--- config.mk ---
export PLATFORM = sky130hd
export DESIGN_NAME = rr_arbiter4_flat
export DESIGN_NICKNAME = d
export VERILOG_FILES = /design/src/rtl/rr_pkg.sv /design/src/rtl/rr_arbiter4_if.sv /design/src/rtl/dec2x4.sv /design/src/rtl/rr_arbiter4.sv /design/src/flat_wrapper.sv
export SDC_FILE = /design/constraint.sdc
export NUM_CORES = 1
export LEC_CHECK = 0
export BUFFER_PORTS_ARGS = -buffer_cell sky130_fd_sc_hd__buf_2
export CORE_AREA = 5 5 42 44
export DETAILED_ROUTE_END_ITERATION = 7
export DIE_AREA = 0 0 47 49
export GPL_ROUTABILITY_DRIVEN = 0
export PLACE_DENSITY = 0.7
export SLEW_MARGIN = 25
export SYNTH_ARGS = -nofsm -noshare
export SYNTH_HDL_FRONTEND = slang
export SYNTH_SLANG_ARGS = --single-unit
--- constraint.sdc ---
create_clock -name clk -period 4.7 [get_ports clk]
set_clock_uncertainty 0.1 [all_clocks]
set_input_delay 0.94 -clock clk [delete_from_list [all_inputs] [get_ports clk]]
set_output_delay 0.94 -clock clk [all_outputs]
set_load 0.02 [all_outputs]
--- src/rtl/rr_pkg.sv ---
// Shared definitions for the 4-way round-robin arbiter: state encoding,
// default hold limit and the rotating priority search.
package rr_pkg;

  localparam int unsigned N_REQ        = 4;
  localparam int unsigned ID_W         = 2;
  localparam int unsigned HOLD_W       = 4;
  localparam int unsigned HOLD_MAX_DEF = 8;

  typedef enum logic {
    IDLE  = 1'b0,
    GRANT = 1'b1
  } state_e;

  // First requester found scanning ptr, ptr+1, ... (mod 4); returns ptr if none.
  function automatic logic [ID_W-1:0] rr_pick(input logic [0:N_REQ-1] req,
                                               input logic [ID_W-1:0]  ptr);
    logic [ID_W-1:0] idx;
    rr_pick = ptr;
    for (int k = N_REQ - 1; k >= 0; k--) begin
      idx = ptr + ID_W'(k);
      if (req[idx]) rr_pick = idx;
    end
  endfunction

endpackage

--- src/rtl/rr_arbiter4_if.sv ---
// Request/grant bundle between four requesters and the arbiter.
interface rr_arbiter4_if;
  import rr_pkg::*;

  logic [0:N_REQ-1] req;
  logic             done;
  logic [0:N_REQ-1] gnt;
  logic [0:ID_W-1]  gnt_id;
  logic             busy;

  modport master (output req, output done, input gnt, input gnt_id, input busy);
  modport slave  (input req, input done, output gnt, output gnt_id, output busy);
endinterface

--- src/rtl/dec2x4.sv ---
// 2-to-4 one-hot decoder with enable; output index i is set when sel == i.
module dec2x4 (
  input  logic [1:0] sel,
  input  logic       en,
  output logic [0:3] y
);
  always_comb begin
    y = '0;
    if (en) y[sel] = 1'b1;
  end
endmodule

--- src/rtl/rr_arbiter4.sv ---
// Four-requester round-robin arbiter with bounded hold time and a mandatory
// idle bubble between grants.
module rr_arbiter4
  import rr_pkg::*;
#(
  parameter int unsigned HOLD_MAX = HOLD_MAX_DEF
) (
  input  logic          clk,
  input  logic          rst,
  rr_arbiter4_if.slave  bus
);

  localparam logic [HOLD_W-1:0] HOLD_LIM = HOLD_W'(HOLD_MAX);
  localparam logic [HOLD_W-1:0] HOLD_ONE = HOLD_W'(1);

  state_e            state_q, state_d;
  logic [ID_W-1:0]   ptr_q, ptr_d;
  logic [ID_W-1:0]   id_q, id_d;
  logic [HOLD_W-1:0] hold_q, hold_d;
  logic              release_c;
  logic              busy_c;

  always_ff @(posedge clk) begin
    if (rst) begin
      state_q <= IDLE;
      ptr_q   <= '0;
      id_q    <= '0;
      hold_q  <= '0;
    end else begin
      state_q <= state_d;
      ptr_q   <= ptr_d;
      id_q    <= id_d;
      hold_q  <= hold_d;
    end
  end

  // Owner is only re-chosen from IDLE, so other req bits cannot disturb a grant.
  always_comb begin
    state_d   = state_q;
    ptr_d     = ptr_q;
    id_d      = id_q;
    hold_d    = hold_q;
    release_c = 1'b0;

    case (state_q)
      IDLE: begin
        if (|bus.req) begin
          state_d = GRANT;
          id_d    = rr_pick(bus.req, ptr_q);
          hold_d  = HOLD_ONE;
        end
      end
      GRANT: begin
        release_c = bus.done || !bus.req[id_q] || (hold_q == HOLD_LIM);
        if (release_c) begin
          state_d = IDLE;
          ptr_d   = id_q + ID_W'(1);
          hold_d  = '0;
        end else begin
          hold_d  = hold_q + HOLD_ONE;
        end
      end
      default: begin
        state_d = IDLE;
      end
    endcase
  end

  assign busy_c     = (state_q == GRANT);
  assign bus.busy   = busy_c;
  assign bus.gnt_id = id_q;

  dec2x4 u_dec (
    .sel (id_q),
    .en  (busy_c),
    .y   (bus.gnt)
  );

endmodule

--- src/flat_wrapper.sv ---
// flat-port wrapper written by rule: the top's interface ports become plain ports
module rr_arbiter4_flat import rr_pkg::*;
#(
  parameter int unsigned HOLD_MAX = HOLD_MAX_DEF
)
  (clk, rst, bus_req, bus_done, bus_gnt, bus_gnt_id, bus_busy);
  rr_arbiter4_if bus_i ();
  input  logic clk;
  input  logic rst;
  input wire logic [$bits(bus_i.req)-1:0] bus_req;
  input wire logic [$bits(bus_i.done)-1:0] bus_done;
  output wire logic [$bits(bus_i.gnt)-1:0] bus_gnt;
  output wire logic [$bits(bus_i.gnt_id)-1:0] bus_gnt_id;
  output wire logic [$bits(bus_i.busy)-1:0] bus_busy;
  assign bus_i.req = bus_req;
  assign bus_i.done = bus_done;
  assign bus_gnt = bus_i.gnt;
  assign bus_gnt_id = bus_i.gnt_id;
  assign bus_busy = bus_i.busy;
  rr_arbiter4 #(.HOLD_MAX(HOLD_MAX)) u_core (.clk(clk), .rst(rst), .bus(bus_i));
endmodule
==> reports/metrics.cfg, run 1 <==
[sta]
hold_viol_final=0
rsz0062_at_grt=false
period_share_pct=50.2
worst_pin_slew_ns=0.551
slew_headroom_pct=62.9
finalSetupViolations=0
finalCriticalPeriod_ns=2.36
fin_tns_setup_ns=0
slew_viol_final=0
max_freq_mhz=423

[clock_network]
post-cts-setup-buffers=0
clock_sinks=9
cts_tree=built
path_clk_slew_ns=0.06
numCtsBuffers=3
cts_resized=0
cts_max_level=1
cts.path.max_buffers=2
cts_root_buf=clkbuf_4
hold_buffers=0
insertion_delay_ns=0.26

[power_and_ir_drop]
ir_worst_vdd_mv=0.166
power_density_nw_per_um2=275
total_power_w=0.000196
cellLeakagePower_nw=0.291

[floorplan]
io-pin-count=14
die_w_um=47
rows=14
start_util_pct=43.5
dieArea_um2=2300
fp.coreArea_um2=1400
fp.dieH_um=49

[grt]
grt-ovfl-total=0
grt_max_degree=11
grt_usage_pct=12.0
grt_pass1_vias=503
grt_pass1_wl_mm=2.10
antenna_found_initial=0

[status]
outcome=complete, no violations

[critical_path]
critPathKind=register to primary output
r2r_cells=4
setup.worst_path.start_class=register
crit_required_ns=3.66
critPathArrivalTime_ns=1.32
critical_path.max_fanout=7
end_kind=primary output

[layout]
fillers=147
syn2layout_area_growth_pct=17.0
fin_nets=98
postLayoutCoreUtil_pct=50.9
n_antenna_cell=0
finalNonFillerCells=100
drive_gt1_share_pct=25.0

[placement]
dpl.hpwl_um=960
port_buffers=13
dp_cells=96

[drt]
wl_mm=1.25
vias=553
ant_nets=0
viasPerCell=5.53
wl_per_cell_um=12.5
drc=0
drtPass1Iterations=2
first_iter_violations=11

[hold_path]
min_path_type=register to register
hold_path_depth=1

[synthesis]
ys_types=28
synth_cells=68
yosysSeqAreaShare_pct=29.6
syn_area_um2=609
synth_area_per_cell_um2=8.96
ys_seq_elements=9
synthesis.nets=81
ys_warn_count=0

[run]
maxCapViolations=0

[flip-flops by register name, summed over array words and instances (netlist names)]
signal	count
u_core.hold_q	4
u_core.bus.gnt_id	2
u_core.ptr_q	2
u_core.bus.busy	1
[worst max-delay path, stage by stage (launching register included)]
cell and delay [ns]:
dfxtp_1 0.47, inv_1 0.10, ha_1 0.20, and2_1 0.14
buf_2 0.15
[per-stage QoR]
step,setup WS [ns],hold WS (ns),instance area [um^2]
finish,2.34,0.436,713
global route,2.24,0.459,713
CTS,2.33,0.438,713
detailed placement,2.37,0.430,687
global placement,2.39,0.415,687
floorplan,2.57,0.393,609
[report_power, final]
group | internal, W | total (W) | leakage (nW) | switching (W)
Combinational | 0.0000191 | 0.0000446 | 0.202 | 0.0000255
Clock | 0.0000328 | 0.0000604 | 0.0150 | 0.0000276
Sequential | 0.0000817 | 0.0000910 | 0.0739 | 0.00000934
Total | 0.000134 | 0.000196 | 0.291 | 0.0000625
[synthesized netlist by cell type]
master     instances  area [um^2]
dfxtp_1            9          180
inv_1              7         26.3
nor2_1             7         26.3
ha_1               6         75.1
and2_1             5         31.3
o21ai_0            4         20.0
a21oi_1            3         15.0
nand2_1            3         11.3
nor2b_1            3         18.8
a311oi_1           2         17.5
nor3_1             2         10.0
a2111oi_0          1         8.76
a211o_1            1         8.76
a211oi_1           1         7.51
a22oi_1            1         7.51
a311oi_2           1         15.0
a31oi_4            1         21.3
a41oi_2            1         16.3
and4_4             1         11.3
buf_4              1         7.51
mux2i_1            1         10.0
mux4_2             1         22.5
nand2b_1           1         6.26
nand3_1            1         5.00
nand3b_1           1         7.51
nor4_1             1         6.26
o2111ai_1          1         8.76
o21bai_1           1         7.51
[per-layer routing]
layer | vias up | track usage (%) | part of all wire (%)
li1 | 280 | - | -
met1 | 259 | 15.3 | 44
met2 | 10 | 18.8 | 48
met3 | 4 | 3.32 | 4.7
met4 | 0 | 4.15 | 2.2
met5 | - | 0 | 0
[worst paths after layout]
kind | from | end | slack, ns
worst min register to register | u_core.hold_q[3] | u_core.hold_q[3] | 0.44
worst min-delay path | u_core.hold_q[3] | u_core.hold_q[3] | 0.44
worst max register to register | u_core.bus.gnt_id[1] | u_core.ptr_q[1] | 2.92
worst max-delay path | u_core.bus.gnt_id[1] | bus_gnt[1] | 2.34
[placed cells by master (no fill, tap or decap), drive strengths merged, types with 4 or more instances in the layout]
master  netlist  layout
inv           7       7
dfxtp         9       9
clkbuf        0       4
ha            6       6
buf           1      13
o21ai         4       4
and2          5       5
nor2          7       7
[layout make-up]
| class | count | area, um^2 | share of cell area [%] |
|---|---|---|---|
| Clock buffer | 4 | 26.3 | 3.68 |
| Sequential cell | 9 | 180 | 25.3 |
| Inverter | 7 | 26.3 | 3.68 |
| Tap cell | 16 | 20.0 | 2.81 |
| Multi-Input combinational cell | 51 | 395 | 55.4 |
| Timing Repair Buffer | 13 | 65.1 | 9.12 |
[cell families after synthesis]
kind of cell               count (synthesis)  share of synthesized area (%)
buffers and inverters                      8                           5.55
muxes                                      2                           5.34
DFF                                        9                           29.6
AOI/OAI and AO/OA                         18                           25.3
adders and majority gates                  6                           12.3
and+or+nand+nor                           25                           22.0
Power figures use the tool's default switching activity.
==> run 2: changes to the inputs <==
--- a/config.mk
+++ b/config.mk
@@ -6,11 +6,11 @@
 export NUM_CORES = 1
 export LEC_CHECK = 0
 export BUFFER_PORTS_ARGS = -buffer_cell sky130_fd_sc_hd__buf_2
-export CORE_AREA = 5 5 42 44
+export CORE_MARGIN = 5
+export CORE_UTILIZATION = 45
 export DETAILED_ROUTE_END_ITERATION = 7
-export DIE_AREA = 0 0 47 49
 export GPL_ROUTABILITY_DRIVEN = 0
-export PLACE_DENSITY = 0.7
+export PLACE_DENSITY = 0.72
 export SLEW_MARGIN = 25
 export SYNTH_ARGS = -nofsm -noshare
 export SYNTH_HDL_FRONTEND = slang
==> constraint.sdc (replaced) <==
create_clock -name clk -period 2.1 [get_ports clk]
set_clock_uncertainty 0.1 [all_clocks]
set_input_delay 0.42 -clock clk [delete_from_list [all_inputs] [get_ports clk]]
set_output_delay 0.42 -clock clk [all_outputs]
set_load 0.02 [all_outputs]
==> reports/metrics.cfg, run 2 (synthesis gave the netlist of run 1 again) <==
[layout]
drive_gt1_share_pct=25.9
n_antenna_cell=0
fillers=122
final_common_cell=buf_2
seq_area_um2=180
final_cell_mix=buf_2 (13), dfxtp_1 (9), inv_1 (7), nor2_1 (7), ha_1 (6)
multi_input_area_um2=395
largest_register_ff_count=4
regMostFlops=u_core.hold_q
fin_nets=99
postLayoutCoreUtil_pct=56.0
fin_area_um2=719
syn2layout_area_growth_pct=18.1

[power_and_ir_drop]
intPower_w=0.000302
combPwrFrac_pct=24.2
power_frac_seq_pct=45.4
power_density_nw_per_um2=616
ir_worst_vdd_mv=0.295
switching_share_pct=32.0
switchingPower_w=0.000142
cellLeakagePower_nw=0.296
p_clk_share_pct=30.4

[drt]
ant_nets=0
wl_per_cell_um=12.9
wl_mm=1.29
drc=0
vias=563
first_iter_violations=16
viasPerCell=5.63
drtPass1Iterations=4

[critical_path]
setup.worst_path.start_class=register
critPathArrivalTime_ns=1.31
crit_chain=buf_4 > inv_1 > ha_1 > and2_1 > buf_2
crit_required_ns=1.58
slowest_delay_ns=0.37
r2r_slack_ns=0.40
end_kind=primary output
crit_buf_inv=3
worstReg2RegEnd=u_core.hold_q[3]
crit_family=flip-flops
critPathKind=register to primary output
r2r_cells=6
critical_path.max_fanout=6
cp_slowest_cell=dfxtp_1
timing.rr.start=u_core.hold_q[0]

[floorplan]
dieArea_um2=2190
rows=13
start_util_pct=47.4
fp.dieH_um=46.8
io-pin-count=14
fp.coreArea_um2=1280
die_w_um=46.8

[grt]
grt-ovfl-total=0
grt_pass1_wl_mm=2.19
grt_usage_pct=14.1
grt_max_degree=11
grt_pass1_vias=497
antenna_found_initial=0

[clock_network]
numCtsBuffers=3
cts_root_buf=clkbuf_4
cts_tree=built
cts_max_level=1
clock_sinks=9
insertion_delay_ns=0.26
cts_resized=0
hold_buffers=0
cts.path.max_buffers=2
post-cts-setup-buffers=0
path_clk_slew_ns=0.07

[hold_path]
whs_endpoint=u_core.bus.gnt_id[1]
min_path_type=primary input to register
hold_path_depth=2
hp-start=rst

[sta]
slew_viol_final=0
period_share_pct=87.1
layout_setup_ws_ns=0.271
worst_pin_slew_ns=0.556
finalSetupViolations=0
hold_viol_final=0
rsz0062_at_grt=false
slew_headroom_pct=62.6
fin_tns_setup_ns=0
finalCriticalPeriod_ns=1.83
hold_slack_ns=0.361
max_freq_mhz=547

[placement]
pre_cts_slack_ns=0.286
dpl.hpwl_um=988
dpl_cell_area_um2=693
port_buffers=13

[status]
outcome=complete, no violations

[run]
maxCapViolations=0

[run 2: cell types whose count changed in the layout (fill, tap and decap cells not counted), sizes merged]
cell  change
buf       +1
[run 2: worst max-delay path by stage]
stage | start | endpoint | slack [ns] | depth (start not counted)
after global routing | u_core.bus.gnt_id[0] | bus_gnt[3] | 0.19 | 4
after global placement | bus_req[0] | u_core.ptr_q[1] | 0.31 | 5
after detailed placement | bus_req[0] | u_core.ptr_q[0] | 0.29 | 5
final | u_core.bus.gnt_id[1] | bus_gnt[3] | 0.27 | 5
after CTS | u_core.bus.gnt_id[1] | bus_gnt[3] | 0.25 | 5
after floorplan | u_core.bus.gnt_id[1] | u_core.hold_q[3] | 0.29 | 4
[run 2: area by class of cell]
class / count / area share [%]
repair buffers: 14 / 10.1
flip-flops and latches: 9 / 25.0
well taps: 15 / 2.61
inverters: 7 / 3.65
multi-input cells: 51 / 55.0
clock buffers: 4 / 3.65
[run 2: power by group through the flow]
stage	Combinational [W]	Clock, W	Sequential [W]
floorplan	0.0000656	0	0.000209
global placement	0.000104	0	0.000205
detailed placement	0.000107	0	0.000205
CTS	0.000108	0.000134	0.000201
global route	0.000121	0.000149	0.000204
finish	0.000107	0.000135	0.000201
[run 2: metrics by stage]
step	cells	power, W
2_1_floorplan	68	0.000274
3_3_place_gp	96	0.000309
3_5_place_dp	96	0.000312
4_1_cts	100	0.000443
5_1_grt	100	0.000474
6_report	100	0.000443
[run 2: layer usage]
layer,up-vias,share of wire (%),wire [um],GRT usage (%)
met1,269,48,619,18.4
li1,279,-,-,-
met4,0,0.70,9,4.97
met5,-,0,0,0
met2,13,45,578,22.2
met3,2,6.0,77,3.83
